**src/rtl/hw_vector_sequencer.sv**
```systemverilog
// ============================================================================
//  Module      : hw_vector_sequencer
//  Description : Applies stimulus vectors to the helloWorld x-pads, waits a
//                programmable settle time, samples z and reports a masked
//                pass/fail result with saturating pass/fail counters.
//  Revision    : 1.0 - initial release
// ============================================================================
`default_nettype none

module hw_vector_sequencer #(
    parameter int NUM_IN  = 39,
    parameter int NUM_OUT = 3,
    parameter int SETTLE  = 2,
    parameter int CNT_W   = 16
) (
    input  logic               my_clk,
    input  logic               my_rst,
    input  logic               vec_valid,
    output logic               vec_ready,
    input  logic [NUM_IN-1:0]  vec_in,
    input  logic [NUM_OUT-1:0] exp_in,
    input  logic [NUM_OUT-1:0] mask_in,
    input  logic               abort,
    input  logic               clr_cnt,
    output logic [NUM_IN-1:0]  x_out,
    input  logic [NUM_OUT-1:0] z_in,
    output logic               res_valid,
    output logic               res_pass,
    output logic [NUM_OUT-1:0] res_z,
    output logic [CNT_W-1:0]   pass_cnt,
    output logic [CNT_W-1:0]   fail_cnt,
    output logic               busy
);

    localparam logic [7:0]       SETTLE_LOAD = 8'(SETTLE - 1);
    localparam logic [CNT_W-1:0] CNT_MAX     = '1;
    localparam logic [CNT_W-1:0] CNT_ONE     = CNT_W'(1);

    typedef enum logic [0:0] {
        ST_IDLE = 1'b0,
        ST_WAIT = 1'b1
    } state_t;

    state_t             state;
    state_t             state_nx;
    logic [7:0]         settle_cnt;
    logic [7:0]         settle_cnt_nx;
    logic [NUM_OUT-1:0] exp_q;
    logic [NUM_OUT-1:0] mask_q;
    logic               accept;
    logic               sample;
    logic               cmp_pass;
    logic [CNT_W-1:0]   pass_cnt_nx;
    logic [CNT_W-1:0]   fail_cnt_nx;

    assign vec_ready = (state == ST_IDLE) && !my_rst;
    assign busy      = (state == ST_WAIT);
    assign cmp_pass  = (((z_in ^ exp_q) & mask_q) == '0);

    // abort takes precedence over the sampling edge, so an aborted vector never reports
    always_comb begin
        state_nx      = state;
        settle_cnt_nx = settle_cnt;
        accept        = 1'b0;
        sample        = 1'b0;
        case (state)
            ST_IDLE: begin
                if (vec_valid && vec_ready) begin
                    accept        = 1'b1;
                    state_nx      = ST_WAIT;
                    settle_cnt_nx = SETTLE_LOAD;
                end
            end
            ST_WAIT: begin
                if (abort) begin
                    state_nx = ST_IDLE;
                end else if (settle_cnt == 8'd0) begin
                    sample   = 1'b1;
                    state_nx = ST_IDLE;
                end else begin
                    settle_cnt_nx = settle_cnt - 8'd1;
                end
            end
            default: state_nx = ST_IDLE;
        endcase
    end

    // clear beats a coincident increment; both counters stick at all-ones
    always_comb begin
        pass_cnt_nx = pass_cnt;
        fail_cnt_nx = fail_cnt;
        if (clr_cnt) begin
            pass_cnt_nx = '0;
            fail_cnt_nx = '0;
        end else if (sample) begin
            if (cmp_pass) begin
                if (pass_cnt != CNT_MAX) pass_cnt_nx = pass_cnt + CNT_ONE;
            end else begin
                if (fail_cnt != CNT_MAX) fail_cnt_nx = fail_cnt + CNT_ONE;
            end
        end
    end

    always_ff @(posedge my_clk) begin
        if (my_rst) begin
            state      <= ST_IDLE;
            settle_cnt <= 8'd0;
            x_out      <= '0;
            exp_q      <= '0;
            mask_q     <= '0;
            res_valid  <= 1'b0;
            res_pass   <= 1'b0;
            res_z      <= '0;
            pass_cnt   <= '0;
            fail_cnt   <= '0;
        end else begin
            state      <= state_nx;
            settle_cnt <= settle_cnt_nx;
            res_valid  <= sample;
            pass_cnt   <= pass_cnt_nx;
            fail_cnt   <= fail_cnt_nx;
            // x_out is never cleared here: the datapath behind it may be stateful
            if (accept) begin
                x_out  <= vec_in;
                exp_q  <= exp_in;
                mask_q <= mask_in;
            end
            if (sample) begin
                res_z    <= z_in;
                res_pass <= cmp_pass;
            end
        end
    end

endmodule

`default_nettype wire

```
**config.mk**
```make
export PLATFORM = sky130hd
export DESIGN_NAME = hw_vector_sequencer
export DESIGN_NICKNAME = d
export VERILOG_FILES = /design/src/rtl/hw_vector_sequencer.sv
export SDC_FILE = /design/constraint.sdc
export NUM_CORES = 1
export LEC_CHECK = 0
export CORE_MARGIN = 2
export CORE_UTILIZATION = 41
export DETAILED_ROUTE_END_ITERATION = 16
export GPL_TIMING_DRIVEN = 0
export MAX_ROUTING_LAYER = met4
export PLACE_DENSITY = 0.79
export SLEW_MARGIN = 20
export SYNTH_ARGS = -nofsm -noshare
export SYNTH_HDL_FRONTEND = slang
export SYNTH_SLANG_ARGS = --single-unit
```
**constraint.sdc**
```tcl
create_clock -name my_clk -period 2.1 [get_ports my_clk]
set_input_delay 0.42 -clock my_clk [delete_from_list [all_inputs] [get_ports my_clk]]
set_output_delay 0.42 -clock my_clk [all_outputs]
set_load 0.02 [all_outputs]
```
=== After elaboration in Yosys (flattened, before gate mapping) ===
Cells that the tools add are included.
W data, S select, Z words.

* Output and inout bits: 78
* Flip-flop bits (word level): 91
* Logic and storage cells: 43

* Bitwise operators: 4
* Reductions and logical operators: 9
* $add $sub $neg: 3
* Mux-type cells: 12
* Equality and inequality tests: 5

{| class="wikitable"
|+ Operators with widths
! cell !! number
|-
| $add A16 B1 Y16 const B || 2
|-
| $ne A16 B16 Y1 const B || 2
|-
| $mux W8 || 3
|-
| $pmux W8 S2 || 1
|-
| $reduce_and A3 Y1 || 3
|-
| $logic_not A8 Y1 || 1
|-
| $sub A8 B1 Y8 const B || 1
|-
| $mux W1 || 7
|-
| $ne A2 B2 Y1 const B || 2
|-
| $and A3 B3 Y3 || 1
|-
| $logic_not A3 Y1 || 1
|-
| $xor A3 B3 Y3 || 1
|-
| $logic_and A1 B1 Y1 || 2
|-
| $ne A2 B1 Y1 const B || 1
|-
| $not A1 Y1 || 2
|-
| $pmux W1 S2 || 1
|-
| $reduce_or A2 Y1 || 1
|-
| $logic_not A1 Y1 || 1
|}

=== Logic depth before layout (Yosys ltp) ===
Gate-level depths: netlist of run 1.

* Depth in word-level cells: 5
* Gate-level depth with buffers: 9
* Gate-level depth less buffers: 7

=== Worst setup path after synthesis of run 1 ===
Ideal clock, no wire load.

* Kind: register to register
* Start: reg settle_cnt[0]
* End: reg pass_cnt[4]
* Stages on the path, launching flop included: 9
* Required time: 2.030 ns
* Path buffers: 1
* Data arrival time: 2.070 ns
* Slack: -0.041 ns
* Clock period less this slack: 2.141 ns
* Setup time: 0.070 ns
* Path through: dfxtp_1 -> inv_1 -> ha_1 -> nor3b_1 -> nand3b_4 -> nand2b_1 -> buf_2 -> or4_1 -> a21oi_1

* Longest elaborated chain between the ends: 5

{| class="wikitable"
|+ Ends and longest elaborated chain
! element !! RTL line !! text
|-
| from (decl) || 46 || <nowiki>logic [7:0] settle_cnt;</nowiki>
|-
| from (signal assigned) || 118 || <nowiki>settle_cnt <= settle_cnt_nx;</nowiki>
|-
| $logic_not A8 Y1 || 77 || <nowiki>end else if (settle_cnt == 8'd0) begin</nowiki>
|-
| $mux W1 || 77 ||
|-
| $mux W1 || 75 || <nowiki>if (abort) begin</nowiki>
|-
| $mux W1 || 66 || <nowiki>case (state)</nowiki>
|-
| $reduce_and A3 Y1 (no line) || - ||
|-
| to (signal assigned) || 120 || <nowiki>pass_cnt <= pass_cnt_nx;</nowiki>
|-
| to (decl) || 30 || <nowiki>output logic [CNT_W-1:0] pass_cnt,</nowiki>
|}

No other way between the ends.
A chain may end at the register's enable or synchronous reset.

=== Worst setup path after layout of run 1 ===
* Start: reg exp_q[2]
* End: reg pass_cnt[8]

* Longest elaborated chain between the ends: 4

{| class="wikitable"
|+ Ends and longest elaborated chain
! element !! RTL line !! text
|-
| from (decl) || 48 || <nowiki>logic [NUM_OUT-1:0] exp_q;</nowiki>
|-
| from (signal assigned) || 125 || <nowiki>exp_q <= exp_in;</nowiki>
|-
| $xor A3 B3 Y3 || 58 || <nowiki>assign cmp_pass = (((z_in ^ exp_q) & mask_q) == '0);</nowiki>
|-
| $and A3 B3 Y3 || 58 ||
|-
| $logic_not A3 Y1 || 58 ||
|-
| $reduce_and A3 Y1 (no line) || - ||
|}

No other way between the ends.

==> results of run 1 <==
==> placed cells by master (no fill, tap or decap), drive strengths merged, types with 3 or more instances in the layout <==
| cell | Yosys | routed |
|---|---|---|
| inv | 5 | 8 |
| nand4 | 7 | 7 |
| xor2 | 9 | 9 |
| o41ai | 3 | 3 |
| nand2b | 48 | 48 |
| dlymetal6s2s | 0 | 3 |
| or3 | 16 | 16 |
| o21ai | 64 | 64 |
| o31ai | 7 | 7 |
| nand2 | 66 | 66 |
| dfxtp | 91 | 91 |
| buf | 6 | 16 |
| o211ai | 4 | 4 |
| nor4 | 5 | 5 |
| nor2 | 24 | 24 |
| clkdlybuf4s50 | 0 | 126 |
| ha | 4 | 4 |
| clkbuf | 24 | 33 |
| nand3 | 10 | 10 |
| nor3 | 7 | 7 |
| a21oi | 26 | 26 |
| or4 | 12 | 12 |
| mux2i | 5 | 5 |
| or2 | 5 | 5 |
==> worst min path at each step <==
stage / start / end / cells past startpoint
finish: z_in[0] / res_z[0] / 3
global route: z_in[0] / res_z[0] / 3
CTS: res_pass / res_pass / 2
detailed placement: x_out[1] / x_out[1] / 2
global placement: x_out[38] / x_out[38] / 2
floorplan: mask_q[1] / mask_q[1] / 2
==> critical path: stages, from the launching register on <==
cell,delay [ns]
sky130_fd_sc_hd__dfxtp_1,0.33
sky130_fd_sc_hd__xor2_1,0.17
sky130_fd_sc_hd__a222oi_1,0.36
sky130_fd_sc_hd__buf_4,0.21
sky130_fd_sc_hd__nand2b_1,0.06
sky130_fd_sc_hd__buf_4,0.16
sky130_fd_sc_hd__buf_8,0.14
sky130_fd_sc_hd__o41ai_1,0.39
sky130_fd_sc_hd__a21oi_1,0.11
==> flip-flops by register name (all words and copies together) (netlist names), 3 cells and up <==
name,cells
x_out,39
fail_cnt,16
pass_cnt,16
settle_cnt,8
exp_q,3
mask_q,3
res_z,3
==> power by group through the flow <==
stage                     sequential, W  clock, W  combinational [W]
after floorplan                 0.00197         0           0.000201
after global placement          0.00190         0           0.000548
after detailed placement        0.00190         0           0.000558
after CTS                       0.00187   0.00117           0.000577
after global routing            0.00188   0.00124           0.000645
final                           0.00187   0.00115           0.000599
==> layout make-up <==
cell class,instances,area [um^2]
plain buffers,27,139
clock buffers,11,141
clock inverters,5,45.0
fillers,838,3520
inverters,5,18.8
multi-input cells,342,2050
flip-flops and latches,91,1820
well taps,129,161
repair buffers,141,1390
==> cell usage after synthesis, types with 4 or more instances <==
library cell               number
sky130_fd_sc_hd__or2_2          4
sky130_fd_sc_hd__nor2_1        24
sky130_fd_sc_hd__a21oi_1       25
sky130_fd_sc_hd__nand3_1       10
sky130_fd_sc_hd__nand4_1        7
sky130_fd_sc_hd__nor3_1         7
sky130_fd_sc_hd__dfxtp_1       91
sky130_fd_sc_hd__mux2i_1        5
sky130_fd_sc_hd__inv_1          5
sky130_fd_sc_hd__or4_1         12
sky130_fd_sc_hd__o21ai_0       64
sky130_fd_sc_hd__or3_1         16
sky130_fd_sc_hd__buf_2          4
sky130_fd_sc_hd__nand2b_1      48
sky130_fd_sc_hd__ha_1           4
sky130_fd_sc_hd__clkbuf_1      24
sky130_fd_sc_hd__o31ai_1        7
sky130_fd_sc_hd__o211ai_1       4
sky130_fd_sc_hd__xor2_1         9
sky130_fd_sc_hd__nand2_1       66
==> cell families after synthesis <==
logic type | after synthesis | share of synthesized area, %
simple gates | 210 | 28.9
compound gates | 114 | 16.5
flops | 91 | 46.2
buf+inv | 35 | 3.84
xor+xnor | 9 | 2.00
mux | 5 | 1.27
fa+ha+maj | 4 | 1.27
==> per-stage QoR <==
step	instance area, um^2	util [%]	setup slack [ns]
6_report	5770	62.1	0.0489
5_1_grt	5770	62.1	-0.00196
4_1_cts	5670	61.1	0.00344
3_5_place_dp	5410	58.2	-0.850
3_3_place_gp	5410	58.2	-0.825
2_1_floorplan	3950	-	0.0119
==> per-layer routing <==
layer  global-route usage (%)  wire length [um]
met5                        -                 0
met3                     6.43               969
met2                     35.2              5240
met1                     26.8              4900
met4                     6.46               171
==> repair_timing <==
| action | in CTS | in global routing |
|---|---|---|
| cloned | 0 | 0 |
| setup endpoints to repair | 81 | 39 |
| buffers inserted | 4 | 7 |
| gates resized for setup | 16 | 28 |
| pin swaps | 7 | 7 |
==> flow_summary.ini, run 1 <==
[run_status]
status = finished clean

[routing]
total_via_count_after_detailed_routing = 4032
viasPerCell = 5.37
drt_pre_antenna_iters = 4
remaining_drc_errors = 0
drt-wirelength-per-cell_um = 15.0
drtIter0Drc = 134
route.antenna.remaining_nets = 0
finalWirelength_mm = 11.3

[power]
comb_power_share_pct = 16.6
peakVddDrop_mv = 0.368
p_total_w = 0.00361
total_switching_power_w = 0.00101
switching_share_pct = 28.0
p_leak_nw = 2.01
power_frac_clock_pct = 31.7
power_per_cell_area_nw_per_um2 = 627
cellInternalPower_w = 0.00260
seqPwrFrac_pct = 51.7

[worst_setup_path]
cp_data_arrival_time_ns = 2.28
startpoint_type = register
r2r_setup_slack_ns = 0.05
crit_end = pass_cnt[8]
r2r_cells = 8
timing.rr.start = exp_q[2]
crit_path_start = exp_q[2]
crit_required_ns = 2.33
worstSetupEndpointType = register
critPathKind = register to register
worst-path-max-fanout = 10
worst_r2r_endpoint = pass_cnt[8]

[synth]
ys_seq_elements = 91
synth_area_leaders = sky130_fd_sc_hd__dfxtp_1 (46%), sky130_fd_sc_hd__o21ai_0 (8.1%), sky130_fd_sc_hd__nand2b_1 (7.6%)
synth_async_sr_flop_share_pct = 0
post-synth-top-area-fraction_pct = 46.2
ys_seq_area_share_pct = 46.2
synth_edf_count = 0
synthesis.instances = 468
ys_dominant_reg_cell = sky130_fd_sc_hd__dfxtp_1
synth.distinct_cells = 42
syn-cell-area_um2 = 3940
synthesis.nets = 525
synth_area_leader_cell = sky130_fd_sc_hd__dfxtp_1
synth.yosys.warnings = 0
syn_area_per_cell_um2 = 8.42

[sta]
achievable_frequency_mhz = 488
final_min_period_over_clock_period_pct = 97.7
finalHoldViolCount = 0
setup-violations-final = 0
hold-worst-slack_ns = 0.366
worstMarginPinSlew_ns = 0.660
totalNegativeSetupSlack_ns = 0
finClkSkew_ns = 0.0105
final_period_minus_worst_setup_slack_ns = 2.05
timing.slew.headroom_pct = 55.9
final_max_tran_viols = 0

[clock_tree]
tritoncts = built
cts.sinks = 91
cts_root_buf = sky130_fd_sc_hd__clkbuf_8
cts_buffers = 9
clock_insertion_delay_worst_skew_ns = 0.36
cts_hold_repair.buffers = 0
cts_htree_levels = 3
clk_buf_depth = 2
clkTransAtPathRegs_ns = 0.10

[global_route]
gr-total-overflow = 0
antenna_found_initial = 0
gr-usage-all-layers_pct = 21.9
grt_pass1_wl_mm = 17.6
first_global_vias = 3759
grt_start_max_net_pins = 17

[floorplanning]
floorplan.die_area_um2 = 10400
num_rows = 35
placeableCoreArea_um2 = 9280
floorplan.initialDensity_pct = 42.4
die_width_um = 102
io-pin-count = 131
chipHeight_um = 102

[placement]
number_of_i_o_port_buffers = 130
detailedPlacementHpwl_mm = 8.05
final_weighted_congestion_in_routability_driven_placement = 0.889
place_inst = 727

[finish]
antennaDiodeCount = 0
nets = 674
area_growth_pct = 46.3
drive_gt1_share_pct = 9.65
post_layout_cell_count = 751

[run]
drv_cap = 0

[min_path]
hold_path_class = input pin to register
Power figures use the tool's default switching activity.
==> inputs of run 2 (changes only) <==
Settings changed: HOLD_SLACK_MARGIN set to 0.1, SLEW_MARGIN 20 to unset.
==> results of run 2 <==
Same layout as run 1: the final DEF is identical, and so are final timing and power.
==> inputs of run 3 (changes only) <==
Settings changed: CORE_UTILIZATION 41 to 35, CTS_CLUSTER_DIAMETER set to 100, GPL_ROUTABILITY_DRIVEN set to 0, PLACE_DENSITY 0.79 to 0.69.
==> flow_summary.ini, run 3 (synthesis results as in run 1) <==
[sta]
setup-violations-final = 0
timing.slew.headroom_pct = 61.2
finalHoldViolCount = 0
achievable_frequency_mhz = 491
final_period_minus_worst_setup_slack_ns = 2.04
finClkSkew_ns = 0.00375
totalNegativeSetupSlack_ns = 0
worstMarginPinSlew_ns = 0.581
final_max_tran_viols = 0
final_min_period_over_clock_period_pct = 96.9

[finish]
largest_register = x_out
final_area_um2 = 6000
area_growth_pct = 52.3
mostFrequentLayoutCell = sky130_fd_sc_hd__clkdlybuf4s50_1
largestRegisters = x_out (39), fail_cnt (16), pass_cnt (16)
fillCellCount = 1021
final_cell_mix = sky130_fd_sc_hd__clkdlybuf4s50_1 (126), sky130_fd_sc_hd__dfxtp_1 (87), sky130_fd_sc_hd__nand2_1 (66)
final_core_utilization_pct = 54.9
flip_flop_count_of_the_largest_register_all_copies_and_words_added = 39
drive_gt1_share_pct = 12.2
nets = 674

[global_route]
gr-usage-all-layers_pct = 20.8
grt_start_max_net_pins = 17
gr-total-overflow = 0
first_global_vias = 3886
grt_pass1_wl_mm = 18.9
antenna_found_initial = 1

[floorplanning]
floorplan.die_area_um2 = 12100
num_rows = 38
chipHeight_um = 110
io-pin-count = 131
placeableCoreArea_um2 = 10900
die_width_um = 110
floorplan.initialDensity_pct = 36.0

[min_path]
worstHoldStart = z_in[1]
hold_path_class = input pin to register

[worst_setup_path]
worstSetupEndpointType = register
worst-path-max-fanout = 6
crit_path_start = settle_cnt[0]
timing.rr.start = settle_cnt[0]
cp_data_arrival_time_ns = 2.31
path_cells = inv_4, ha_2, nor3b_4, nand3b_4, a211o_4, buf_12, or4_4, a21oi_2
critical_path.max_stage_delay_ns = 0.42
crit_required_ns = 2.38
startpoint_type = register
crit_slowest_cell = sky130_fd_sc_hd__or4_4
critPathKind = register to register

[clock_tree]
clk_buf_depth = 2
clock_insertion_delay_worst_skew_ns = 0.34
tritoncts = built
clkTransAtPathRegs_ns = 0.07
cts.sinks = 91
cts_root_buf = sky130_fd_sc_hd__clkbuf_16
cts_htree_levels = 3
cts_buffers = 9

[power]
p_leak_nw = 2.08
power_per_cell_area_nw_per_um2 = 687
peakVddDrop_mv = 0.522

[routing]
drtIter0Drc = 203
remaining_drc_errors = 0
drt_pre_antenna_iters = 4
viasPerCell = 5.20
total_via_count_after_detailed_routing = 3964
finalWirelength_mm = 12.0
route.antenna.remaining_nets = 0
drt-wirelength-per-cell_um = 15.7

[placement]
dpl_cell_area_um2 = 5420
detailedPlacementHpwl_mm = 8.38
number_of_i_o_port_buffers = 130

[run_status]
status = finished clean

[run]
drv_cap = 0
-- run 3: power breakdown --
| part | total [W] | leakage (nW) | internal [W] | switching [W] |
|---|---|---|---|---|
| clock network | 0.00165 | 0.138 | 0.000928 | 0.000725 |
| registers | 0.00187 | 0.745 | 0.00181 | 0.0000622 |
| logic | 0.000602 | 1.19 | 0.000313 | 0.000289 |
-- run 3: what timing repair did --
item | CTS | global route
gates resized for setup | 24 | 33
buffers inserted | 7 | 4
pin swaps | 6 | 6
setup endpoints to repair | 81 | 46
hold buffers | 0 | 0
cloned | 0 | 1
-- run 3: worst max-delay path, delay by kind of cell (launching register included) --
| family | cells | cell delay, ns |
|---|---|---|
| and+or+nand+nor | 3 | 0.78 |
| AOI/OAI and AO/OA | 2 | 0.45 |
| DFF | 1 | 0.37 |
| buffers and inverters | 2 | 0.20 |
| adders and majority gates | 1 | 0.17 |
-- run 3: area by class of cell --
type / count / area (um^2) / area share [%]
inverters: 5 / 21.3 / 0.354
plain buffers: 26 / 144 / 2.40
clock buffers: 9 / 225 / 3.75
repair buffers: 142 / 1420 / 23.7
clock inverters: 7 / 78.8 / 1.31
well taps: 140 / 175 / 2.92
flip-flops and latches: 91 / 1830 / 30.5
diodes: 1 / 2.50 / 0.0417
multi-input cells: 342 / 2110 / 35.1
-- run 3: metrics by stage --
stage,instances,setup WS (ns),power (W),hold WS (ns)
2_1_floorplan,468,0.0119,0.00217,0.449
3_3_place_gp,738,-0.664,0.00245,0.458
3_5_place_dp,738,-0.699,0.00246,0.466
4_1_cts,759,0.00623,0.00415,0.478
5_1_grt,763,-0.0221,0.00429,0.430
6_report,763,0.0647,0.00413,0.395
-- run 3: worst paths after layout --
path	end	slack (ns)	cells past startpoint
max	fail_cnt[8]	0.06	8
min	res_z[1]	0.40	3
max reg2reg	fail_cnt[8]	0.06	8
min reg2reg	x_out[25]	0.47	2
-- run 3: routing by layer --
metal	global-route usage, %	share of wire (%)	vias up
met5	-	0	-
met4	8.13	1.8	0
met3	6.88	8.2	19
met2	33.6	48	145
met1	23.8	42	1856
li1	-	-	1944
